--- src/rtl/seg7_scan_driver.sv ---
`default_nettype none
// ============================================================================
// Module   : seg7_scan_driver
// Purpose  : Time-multiplexed 7-segment scan driver with double-buffered
//            digit data, anti-ghost blank gap, leading-zero blanking and
//            programmable segment/common polarity.
// Revision : 1.0 - initial release
// ============================================================================
module seg7_scan_driver #(
    parameter int NUM_DIGITS   = 2,
    parameter int REFRESH_DIV  = 1000,
    parameter int BLANK_CYCLES = 2
) (
    input  logic                    clk,
    input  logic                    rst,
    input  logic [4*NUM_DIGITS-1:0] digits_in,
    input  logic [NUM_DIGITS-1:0]   dp_in,
    input  logic                    load,
    input  logic                    lz_blank,
    input  logic                    seg_pol,
    input  logic                    com_pol,
    output logic [7:0]              seg,
    output logic [NUM_DIGITS-1:0]   com,
    output logic [NUM_DIGITS-1:0]   com_oe,
    output logic                    frame_done
);

    localparam int CNT_W = $clog2(REFRESH_DIV);
    localparam int IDX_W = (NUM_DIGITS > 1) ? $clog2(NUM_DIGITS) : 1;
    localparam logic [CNT_W-1:0] C_CNT_MAX = CNT_W'(REFRESH_DIV - 1);
    localparam logic [IDX_W-1:0] C_IDX_MAX = IDX_W'(NUM_DIGITS - 1);
    localparam logic [4*NUM_DIGITS-1:0] C_BLANK_DIGITS = {NUM_DIGITS{4'hF}};

    logic [CNT_W-1:0]        cnt_q, cnt_d;
    logic [IDX_W-1:0]        idx_q, idx_d;
    logic                    pend_q, pend_d;
    logic [4*NUM_DIGITS-1:0] act_dig_q, act_dig_d, sh_dig_q, sh_dig_d;
    logic [NUM_DIGITS-1:0]   act_dp_q, act_dp_d, sh_dp_q, sh_dp_d;
    logic [7:0]              seg_q, seg_d;
    logic [NUM_DIGITS-1:0]   com_q, com_d, com_oe_q;

    logic                    w_slot_wrap;
    logic                    w_frame;
    logic                    w_gap;
    logic [3:0]              w_nib;
    logic                    w_dp;
    logic                    w_lz_sel;
    logic [NUM_DIGITS-1:0]   w_lz_mask;
    logic [NUM_DIGITS-1:0]   w_com_act;
    logic [7:0]              w_seg_log;

    function automatic logic [6:0] f_decode(input logic [3:0] v);
        case (v)
            4'd0:    f_decode = 7'h3F;
            4'd1:    f_decode = 7'h06;
            4'd2:    f_decode = 7'h5B;
            4'd3:    f_decode = 7'h4F;
            4'd4:    f_decode = 7'h66;
            4'd5:    f_decode = 7'h6D;
            4'd6:    f_decode = 7'h7D;
            4'd7:    f_decode = 7'h07;
            4'd8:    f_decode = 7'h7F;
            4'd9:    f_decode = 7'h6F;
            default: f_decode = 7'h00;
        endcase
    endfunction

    assign w_slot_wrap = (cnt_q == C_CNT_MAX);
    assign w_frame     = w_slot_wrap && (idx_q == C_IDX_MAX);

    // Blank gap only exists when BLANK_CYCLES is non-zero; avoids a constant compare.
    generate
        if (BLANK_CYCLES > 0) begin : g_gap_on
            assign w_gap = (cnt_q < CNT_W'(BLANK_CYCLES));
        end else begin : g_gap_off
            assign w_gap = 1'b0;
        end
    endgenerate

    // Scan counters and shadow/active buffer handoff at the frame boundary.
    always_comb begin
        cnt_d     = w_slot_wrap ? '0 : cnt_q + CNT_W'(1);
        idx_d     = idx_q;
        sh_dig_d  = sh_dig_q;
        sh_dp_d   = sh_dp_q;
        act_dig_d = act_dig_q;
        act_dp_d  = act_dp_q;
        pend_d    = pend_q | load;
        if (w_slot_wrap) begin
            idx_d = (idx_q == C_IDX_MAX) ? '0 : idx_q + IDX_W'(1);
        end
        if (load) begin
            sh_dig_d = digits_in;
            sh_dp_d  = dp_in;
        end
        // The shadow is sampled before this cycle's load lands, so a load on
        // the boundary stays pending for the following frame.
        if (w_frame) begin
            if (pend_q) begin
                act_dig_d = sh_dig_q;
                act_dp_d  = sh_dp_q;
            end
            pend_d = load;
        end
    end

    // Select the shown digit, build leading-zero mask and the next output word.
    always_comb begin
        logic all_zero;
        w_nib     = 4'hF;
        w_dp      = 1'b0;
        w_lz_sel  = 1'b0;
        w_lz_mask = '0;
        w_com_act = '0;
        all_zero  = 1'b1;
        for (int i = NUM_DIGITS - 1; i >= 0; i--) begin
            all_zero     = all_zero && (act_dig_q[4*i +: 4] == 4'd0);
            w_lz_mask[i] = all_zero && (i != 0);
        end
        for (int i = 0; i < NUM_DIGITS; i++) begin
            if (idx_q == IDX_W'(i)) begin
                w_nib        = act_dig_q[4*i +: 4];
                w_dp         = act_dp_q[i];
                w_lz_sel     = w_lz_mask[i];
                w_com_act[i] = !w_gap;
            end
        end
        w_seg_log = {w_dp, (lz_blank && w_lz_sel) ? 7'h00 : f_decode(w_nib)};
        if (w_gap) begin
            w_seg_log = 8'h00;
        end
        seg_d = seg_pol ? w_seg_log : ~w_seg_log;
        com_d = com_pol ? w_com_act : ~w_com_act;
    end

    // State and registered physical outputs.
    always_ff @(posedge clk) begin
        if (rst) begin
            cnt_q     <= '0;
            idx_q     <= '0;
            pend_q    <= 1'b0;
            act_dig_q <= C_BLANK_DIGITS;
            sh_dig_q  <= C_BLANK_DIGITS;
            act_dp_q  <= '0;
            sh_dp_q   <= '0;
            seg_q     <= seg_pol ? 8'h00 : 8'hFF;
            com_q     <= com_pol ? '0 : '1;
            com_oe_q  <= '0;
        end else begin
            cnt_q     <= cnt_d;
            idx_q     <= idx_d;
            pend_q    <= pend_d;
            act_dig_q <= act_dig_d;
            sh_dig_q  <= sh_dig_d;
            act_dp_q  <= act_dp_d;
            sh_dp_q   <= sh_dp_d;
            seg_q     <= seg_d;
            com_q     <= com_d;
            com_oe_q  <= '1;
        end
    end

    assign seg        = seg_q;
    assign com        = com_q;
    assign com_oe     = com_oe_q;
    assign frame_done = w_frame && !rst;

endmodule
`default_nettype wire

--- config.mk ---
export PLATFORM = sky130hd
export DESIGN_NAME = seg7_scan_driver
export DESIGN_NICKNAME = d
export VERILOG_FILES = /design/src/rtl/seg7_scan_driver.sv
export SDC_FILE = /design/constraint.sdc
export NUM_CORES = 1
export LEC_CHECK = 0
export ABC_AREA = 0
export CAP_MARGIN = 20
export CORE_ASPECT_RATIO = 0.6
export CORE_UTILIZATION = 55
export CTS_CLUSTER_DIAMETER = 60
export DETAILED_ROUTE_END_ITERATION = 8
export PLACE_DENSITY = 0.81
export SYNTH_ARGS = -nofsm -noshare
export SYNTH_HDL_FRONTEND = slang
export SYNTH_SLANG_ARGS = --single-unit
--- constraint.sdc ---
create_clock -name clk -period 4.6 [get_ports clk]
set_input_delay 1.15 -clock clk [delete_from_list [all_inputs] [get_ports clk]]
set_output_delay 1.15 -clock clk [all_outputs]
set_load 0.1 [all_outputs]
==> results_dict.tcl, run 1 <==
set metrics [dict create \
    crit_path_cell_trace "clkdlybuf4s50_1 > nor2_1 > buf_4" \
    starting_density_pct 59.1 \
    gp_routability_congestion 0.875 \
    floorplan.die_area_um2 3840 \
    worstSetupPathType "input pin to output pin" \
    worst_skew_pair.late_latency_ps 300 \
    post_drt_wl_per_cell_um 14.7 \
    worstHoldPathType "register to register" \
    num_antenna_cells 0 \
    postPlaceCellArea_um2 2260 \
    utilization_pct 70.1 \
    drc 0 \
    router_iterations_before_antenna_repair 4 \
    post_drt_via_cell_ratio 5.55 \
    syn_area_um2 1980 \
    p_leak_nw 0.952 \
    number_of_antenna_violations_at_the_first_check_in_global_routing 0 \
    finalSetupViolations 0 \
    routed-via-count 1516 \
    final_instance_count_without_filler_cells 273 \
    rsz_0062_raised_after_global_routing "false" \
    crit_path_max_incr_delay_ps 600 \
    hold_buf_count_cts 0 \
    min_period_ps 3380 \
    powerDensity_nw_per_um2 317 \
    worst_max_slew_pin_slew_ps 975 \
    die_w_um 79.4 \
    irDropWorstVdd_uv 214 \
    globalRouteMet2Util_pct 35.2 \
    multi_input_comb_area_um2 1040 \
    sequential_cell_area_um2 861 \
    grt_overflow_total 0 \
    grt_max_degree 21 \
    number_of_h_tree_branching_levels 2 \
    drt-initial-drc-count 96 \
    mean_instance_size_in_the_synthesized_netlist_um2 9.88 \
    clk_slew_on_worst_s_h_paths_ps 80 \
    cts_resized 0 \
    met3_usage_grt_pct 5.66 \
    rows 16 \
    setup_slack_ps 1220 \
    netlist-cell-type-count 37 \
    drt_wl_total_um 4000 \
    slew_headroom_pct 34.8 \
    cts-root-buf "clkbuf_8" \
    layout_common_cells "dfxtp_1, clkdlybuf4s50_1, nand2_1" \
    first_global_vias 1453 \
    preCtsSetupSlack_ps 1210 \
    post_route_cells_drive_above_1_share_pct 8.33 \
    critical-path-slowest-cell "clkdlybuf4s50_1" \
    critPathLaunchType "input pin" \
    grt_max_usage_layer "met2" \
    crit_arrival_ps 2230 \
    maxClockFrequency_mhz 296 \
    post_synth_inst_count 200 \
    coreArea_um2 3340 \
    synth.ff_latch_count 43 \
    cts_tree "yes" \
    numPlacedInstances 265 \
    clk_buf_depth 2 \
    die_h_um 48.4 \
    cap_violations 0 \
    capturing_element_type_of_the_critical_path "output pin" \
    post_cts_buffers 0 \
    finalHoldViolations 0 \
    antenna_left 0 \
    synth.yosys.warnings 0 \
    worst_ep_required_time_ps 3450 \
    grt_util_met1_pct 31.1 \
    tns_ps 0 \
    synth.net_count 222 \
    finalNetCount 249 \
    stdcell_area_um2 2340 \
    globalRouteTotalUtil_pct 22.8 \
    ys_seq_area_share_pct 43.6 \
    status "finished clean" \
    timing_max_transition_violations_final 0 \
    dp_hpwl_um 2970 \
    timing.critical_path.fanout_max 11 \
    fillers 258 \
    grt_first_pass_wirelength_um 6600 \
    cts_made_buffers 5 \
    final.period_utilization_pct 73.5 \
    clock-skew-final_ps 9.30 \
    placement.io_buffers 28 \
    synthToLayoutAreaGrowth_pct 18.6 \
    layout.cells.most_common "dfxtp_1" \
    ios 29 \
    cts_sinks 43 \
]
-- cell usage after synthesis --
cell | instances | area, µm²
a211oi_1 | 4 | 30.0
a211oi_2 | 1 | 12.5
a21o_1 | 3 | 22.5
a21oi_1 | 2 | 10.0
a31o_2 | 1 | 8.76
a31oi_2 | 1 | 12.5
and2_1 | 4 | 25.0
and3_1 | 2 | 12.5
and4_1 | 1 | 8.76
and4bb_2 | 1 | 12.5
buf_2 | 2 | 10.0
buf_4 | 1 | 7.51
buf_6 | 2 | 22.5
clkbuf_1 | 3 | 11.3
clkinv_1 | 1 | 3.75
dfxtp_1 | 43 | 861
ha_1 | 6 | 75.1
inv_1 | 5 | 18.8
mux2_2 | 2 | 22.5
mux2_4 | 1 | 15.0
mux2i_1 | 23 | 230
mux2i_2 | 1 | 13.8
mux2i_4 | 2 | 45.0
nand2_1 | 24 | 90.1
nand3_1 | 6 | 30.0
nand4_1 | 6 | 37.5
nor2_1 | 21 | 78.8
nor3_1 | 4 | 20.0
nor4_1 | 1 | 6.26
nor4_2 | 1 | 12.5
o2111ai_1 | 1 | 8.76
o211a_1 | 3 | 30.0
o21ai_0 | 3 | 15.0
or3_1 | 1 | 6.26
or3b_1 | 1 | 8.76
xnor2_1 | 12 | 105
xor2_1 | 4 | 35.0
-- cells by family after synthesis --
| logic type | Yosys count | share of synthesized area, % |
|---|---|---|
| DFF | 43 | 43.6 |
| muxes | 29 | 16.5 |
| AOI/OAI and AO/OA | 19 | 7.60 |
| adders and majority gates | 6 | 3.80 |
| buffers and inverters | 14 | 3.74 |
| and+or+nand+nor | 73 | 17.7 |
| xor gates and xnor gates | 16 | 7.09 |
-- registers in the layout, indices dropped and copies added, names as in the netlist --
signal	flops
cnt_q	10
act_dp_q	2
idx_q	1
sh_dp_q	2
pend_q	1
seg	8
com_oe	1
sh_dig_q	8
com	2
act_dig_q	8
-- stage by stage --
step / hold WS, ps / total power, mW
global route: 475 / 0.768
global placement: 430 / 0.515
finish: 466 / 0.744
floorplan: 418 / 0.484
CTS: 458 / 0.749
detailed placement: 440 / 0.519
-- critical path: cells and delay by family --
kind	cells	cell delay, ps
buffers and inverters	2	900
AND/OR/NAND/NOR	1	180
-- report_power, final --
part / total [mW] / switching [mW] / internal, mW
logic: 0.115 / 0.0778 / 0.0376
registers: 0.394 / 0.00758 / 0.387
clock network: 0.234 / 0.128 / 0.106
-- per-layer routing --
metal	vias up	wire (µm)
met2	46	1750
met5	-	0
met1	715	1980
li1	748	-
met4	0	44
met3	7	228
-- cell type report --
type | count | area share (%)
Multi-Input combinational cell | 143 | 44.4
Inverter | 6 | 0.961
Sequential cell | 43 | 36.7
Clock inverter | 2 | 0.534
Tap cell | 45 | 2.40
Clock buffer | 6 | 3.10
Timing Repair Buffer | 28 | 11.9
-- worst paths after layout --
check | startpoint | end | slack (ps) | cells past startpoint
setup / recovery | rst | frame_done | 1220 | 3
hold / removal | cnt_q[0] | cnt_q[0] | 470 | 1
setup reg to reg | idx_q | act_dig_q[4] | 2290 | 4
hold reg to reg | cnt_q[0] | cnt_q[0] | 470 | 1
Note: power is estimated with default switching activity, not from simulation.
==> run 2, diff against run 1 <==
--- a/config.mk
+++ b/config.mk
@@ -8,10 +8,10 @@
 export ABC_AREA = 0
 export CAP_MARGIN = 20
 export CORE_ASPECT_RATIO = 0.6
-export CORE_UTILIZATION = 55
+export CORE_UTILIZATION = 48
 export CTS_CLUSTER_DIAMETER = 60
 export DETAILED_ROUTE_END_ITERATION = 8
-export PLACE_DENSITY = 0.81
+export PLACE_DENSITY = 0.75
 export SYNTH_ARGS = -nofsm -noshare
 export SYNTH_HDL_FRONTEND = slang
 export SYNTH_SLANG_ARGS = --single-unit
==> constraint.sdc (replaced) <==
create_clock -name clk -period 3 [get_ports clk]
set_input_delay 0.75 -clock clk [delete_from_list [all_inputs] [get_ports clk]]
set_output_delay 0.75 -clock clk [all_outputs]
set_load 0.1 [all_outputs]
==> results_dict.tcl, run 2 (synthesized netlist as in run 1, its figures left out) <==
set metrics [dict create \
    cts_resized 0 \
    die_h_um 51.7 \
    router_iterations_before_antenna_repair 6 \
    starting_density_pct 51.9 \
    globalRouteTotalUtil_pct 19.4 \
    clk_slew_on_worst_s_h_paths_ps 70 \
    cts-root-buf "clkbuf_8" \
    post_drt_wl_per_cell_um 13.4 \
    status "finished with violations" \
    ios 29 \
    worstSetupPathType "register to output pin" \
    powerDensity_nw_per_um2 482 \
    routed-via-count 1480 \
    first_global_vias 1315 \
    cts_tree "yes" \
    slew_headroom_pct 48.1 \
    p_leak_nw 0.982 \
    setup_slack_ps 418 \
    clk_buf_depth 2 \
    fillers 327 \
    rsz_0062_raised_after_global_routing "false" \
    critPathLaunchType "register" \
    worst_max_slew_pin_slew_ps 778 \
    timing.critical_path.fanout_max 15 \
    synthToLayoutAreaGrowth_pct 18.8 \
    post_drt_via_cell_ratio 5.32 \
    drt_wl_total_um 3720 \
    post_route_cells_drive_above_1_share_pct 14.3 \
    cap_violations 0 \
    grt_max_degree 19 \
    total_power_mw 1.13 \
    grt_overflow_total 0 \
    layout_common_cells "dfxtp_1, nand2_1, mux2i_1" \
    finalSetupViolations 0 \
    worstHoldPathType "register to register" \
    maxClockFrequency_mhz 387 \
    clock-skew-final_ps 3.92 \
    stdcell_area_um2 2350 \
    tns_ps 0 \
    dp_hpwl_um 2790 \
    preCtsSetupSlack_ps 634 \
    cts_sinks 43 \
    finalHoldViolations 0 \
    antenna_left 0 \
    capturing_element_type_of_the_critical_path "output pin" \
    drc 3 \
    postPlaceCellArea_um2 2270 \
    drt-initial-drc-count 86 \
    timing_max_transition_violations_final 0 \
    rows 17 \
    violations_in_the_final_reports "DRC" \
    final_instance_count_without_filler_cells 278 \
    floorplan.die_area_um2 4390 \
    placement.io_buffers 28 \
    worst_ep_required_time_ps 2250 \
    number_of_h_tree_branching_levels 2 \
    post_cts_buffers 0 \
    min_period_ps 2580 \
    gp_routability_congestion 0.798 \
    largest-register "cnt_q" \
    irDropWorstVdd_uv 280 \
    worst_skew_pair.late_latency_ps 300 \
    layout.cells.most_common "dfxtp_1" \
    hold_buf_count_cts 0 \
    number_of_antenna_violations_at_the_first_check_in_global_routing 0 \
    timing.hold.ws_ps 470 \
    grt_first_pass_wirelength_um 6360 \
    final.period_utilization_pct 86.1 \
    utilization_pct 61.6 \
    coreArea_um2 3810 \
    crit_arrival_ps 1830 \
    cts_made_buffers 5 \
    reg2reg_setup_slack_ps 730 \
    num_antenna_cells 0 \
    numPlacedInstances 270 \
    finalNetCount 252 \
    largest_register_ff_count 10 \
    die_w_um 84.8 \
]
[run 2: cell types whose count changed in the layout (fill, tap and decap cells not counted)]
cell             delta
buf_12              +1
buf_4              +14
clkbuf_1            +1
clkdlybuf4s50_1    -12
clkinvlp_4          -1
[run 2: worst paths after layout]
path	startpoint	to	cells past startpoint
max	idx_q	frame_done	3
min	cnt_q[0]	cnt_q[0]	1
max reg2reg	idx_q	seg[0]	6
min reg2reg	cnt_q[0]	cnt_q[0]	1
[run 2: area by class of cell]
cell class	instances	area [µm²]	share of cell area (%)
multi-input cells	143	1040	44.3
flip-flops and latches	43	861	36.7
repair buffers	31	283	12.0
clock buffers	7	76.3	3.25
well taps	47	58.8	2.51
inverters	6	22.5	0.959
clock inverters	1	5.00	0.213
[run 2: layer usage]
metal | routed length [µm] | track usage (%) | part of all wire, %
met5 | 0 | 0 | 0
met2 | 1430 | 27.0 | 38
met3 | 193 | 5.24 | 5.2
met1 | 2050 | 28.0 | 55
met4 | 42 | 8.47 | 1.1
[run 2: worst max-delay path: stages (launching register included)]
cell and delay [ps]:
dfxtp_1 830, nand4_1 230, nor2_1 260, buf_12 210
[run 2: power breakdown]
part	internal [mW]	switching, mW	leakage [nW]
registers	0.593	0.0111	0.354
clock network	0.163	0.190	0.0422
logic	0.0558	0.119	0.586
==> run 3, diff against run 2 <==
==> config.mk (replaced) <==
export PLATFORM = sky130hd
export DESIGN_NAME = seg7_scan_driver
export DESIGN_NICKNAME = d
export VERILOG_FILES = /design/src/rtl/seg7_scan_driver.sv
export SDC_FILE = /design/constraint.sdc
export NUM_CORES = 1
export LEC_CHECK = 0
export CAP_MARGIN = 20
export CORE_UTILIZATION = 55
export CTS_CLUSTER_DIAMETER = 60
export DETAILED_ROUTE_END_ITERATION = 8
export DONT_BUFFER_PORTS = 1
export PLACE_DENSITY = 0.73
export SYNTH_ARGS = -nofsm -noshare
export SYNTH_HDL_FRONTEND = slang
export SYNTH_SLANG_ARGS = --single-unit
==> results_dict.tcl, run 3 (synthesized netlist as in run 1, its figures left out) <==
set metrics [dict create \
    clk_buf_depth 2 \
    cts_made_buffers 5 \
    coreArea_um2 3390 \
    die_h_um 61.9 \
    critPathLaunchType "register" \
    status "finished clean" \
    rsz_0062_raised_after_global_routing "false" \
    slew_headroom_pct 37.7 \
    capturing_element_type_of_the_critical_path "output pin" \
    number_of_h_tree_branching_levels 2 \
    setup_slack_ps 384 \
    globalRouteTotalUtil_pct 18.6 \
    largest_register_ff_count 10 \
    post_drt_wl_per_cell_um 13.3 \
    number_of_antenna_violations_at_the_first_check_in_global_routing 0 \
    finalNetCount 223 \
    first_global_vias 1198 \
    clock-skew-final_ps 11.1 \
    gp_routability_congestion 0.850 \
    placement.io_buffers 0 \
    post_route_cells_drive_above_1_share_pct 11.4 \
    fillers 300 \
    synthToLayoutAreaGrowth_pct 5.64 \
    critical-path-slowest-cell "dfxtp_1" \
    routed-via-count 1366 \
    cts_resized 0 \
    postPlaceCellArea_um2 2000 \
    crit_path_max_incr_delay_ps 820 \
    layout.cells.most_common "dfxtp_1" \
    post_drt_via_cell_ratio 5.51 \
    critPathBufInv 1 \
    cts_sinks 43 \
    cts_tree "yes" \
    numPlacedInstances 240 \
    antenna_left 0 \
    clk_slew_on_worst_s_h_paths_ps 130 \
    worst_ep_required_time_ps 2250 \
    drt_wl_total_um 3290 \
    powerDensity_nw_per_um2 531 \
    drt-initial-drc-count 51 \
    drc 0 \
    rows 21 \
    grt_max_degree 21 \
    router_iterations_before_antenna_repair 4 \
    num_antenna_cells 0 \
    final_instance_count_without_filler_cells 248 \
    final.period_utilization_pct 87.2 \
    timing.critical_path.fanout_max 15 \
    cap_violations 0 \
    worstSetupPathType "register to output pin" \
    tns_ps 0 \
    layout_common_cells "dfxtp_1, nand2_1, mux2i_1" \
    sequential_cell_area_um2 862 \
    p_leak_nw 0.858 \
    timing_max_transition_violations_final 0 \
    multi_input_comb_area_um2 1040 \
    finalHoldViolations 0 \
    worst_skew_pair.late_latency_ps 350 \
    worstHoldPathType "input pin to register" \
    stdcell_area_um2 2090 \
    dp_hpwl_um 2490 \
    preCtsSetupSlack_ps 756 \
    worst_max_slew_pin_slew_ps 933 \
    starting_density_pct 58.3 \
    grt_overflow_total 0 \
    maxClockFrequency_mhz 382 \
    grt_first_pass_wirelength_um 5210 \
    die_w_um 61.9 \
    min_period_ps 2620 \
    finalSetupViolations 0 \
    path_delay_family "flip-flops" \
    irDropWorstVdd_uv 304 \
    post_cts_buffers 0 \
    cts-root-buf "clkbuf_4" \
    ios 29 \
    hold_buf_count_cts 0 \
    crit_arrival_ps 1870 \
    floorplan.die_area_um2 3840 \
    largest-register "cnt_q" \
    crit_path_cell_trace "nand4_1 > nor2_2 > buf_4" \
]
run 3: changes by cell type in the layout (fill, tap and decap cells not counted):
| cell | change |
|---|---|
| buf_12 | -1 |
| buf_4 | -13 |
| bufinv_16 | +1 |
| clkbuf_1 | -2 |
| clkbuf_4 | +5 |
| clkbuf_8 | -4 |
| clkdlybuf4s50_1 | -15 |
| dfxtp_1 | -1 |
| dfxtp_2 | +1 |
| nor2_1 | -1 |
| nor2_2 | +1 |
run 3: final cells by class:
cell class                      count  share of cell area [%]
Timing Repair Buffer                2                   0.719
Clock buffer                        6                    2.46
Sequential cell                    43                    41.3
Multi-Input combinational cell    143                    50.0
Clock inverter                      2                    1.68
Tap cell                           46                    2.76
Inverter                            6                    1.08
run 3: per-stage QoR:
step	utilization [%]	hold WS [ps]	power (mW)
after floorplan	-	418	0.742
after global placement	59.0	432	0.744
after detailed placement	59.0	446	0.747
after CTS	61.6	445	1.12
after global routing	61.6	436	1.15
final	61.6	463	1.11
run 3: path summary, 6_finish.rpt:
check	from	endpoint	slack, ps	cells after the start
min reg2reg	cnt_q[0]	cnt_q[0]	470	1
max	idx_q	frame_done	380	3
max reg2reg	idx_q	seg[3]	770	6
min	rst	sh_dp_q[1]	460	1
run 3: worst register-to-register path, cell delays in order, from the launching register on:
cell      delay (ps)
dfxtp_1          820
mux2i_2          420
inv_1            110
ha_1             200
a21o_1           190
o211a_1          230
a211oi_1         190
run 3: power breakdown:
group	leakage [nW]	internal [mW]	switching (mW)
clock	0.0482	0.197	0.177
combinational	0.456	0.0245	0.0339
sequential	0.354	0.594	0.0812
run 3: layer usage:
| layer | vias to the layer above | part of all wire (%) | global-route usage (%) |
|---|---|---|---|
| met5 | - | 0 | 0 |
| met4 | 0 | 0.76 | 6.98 |
| met3 | 5 | 6.1 | 5.18 |
| met2 | 44 | 47 | 30.9 |
| met1 | 625 | 46 | 22.9 |
| li1 | 692 | - | - |
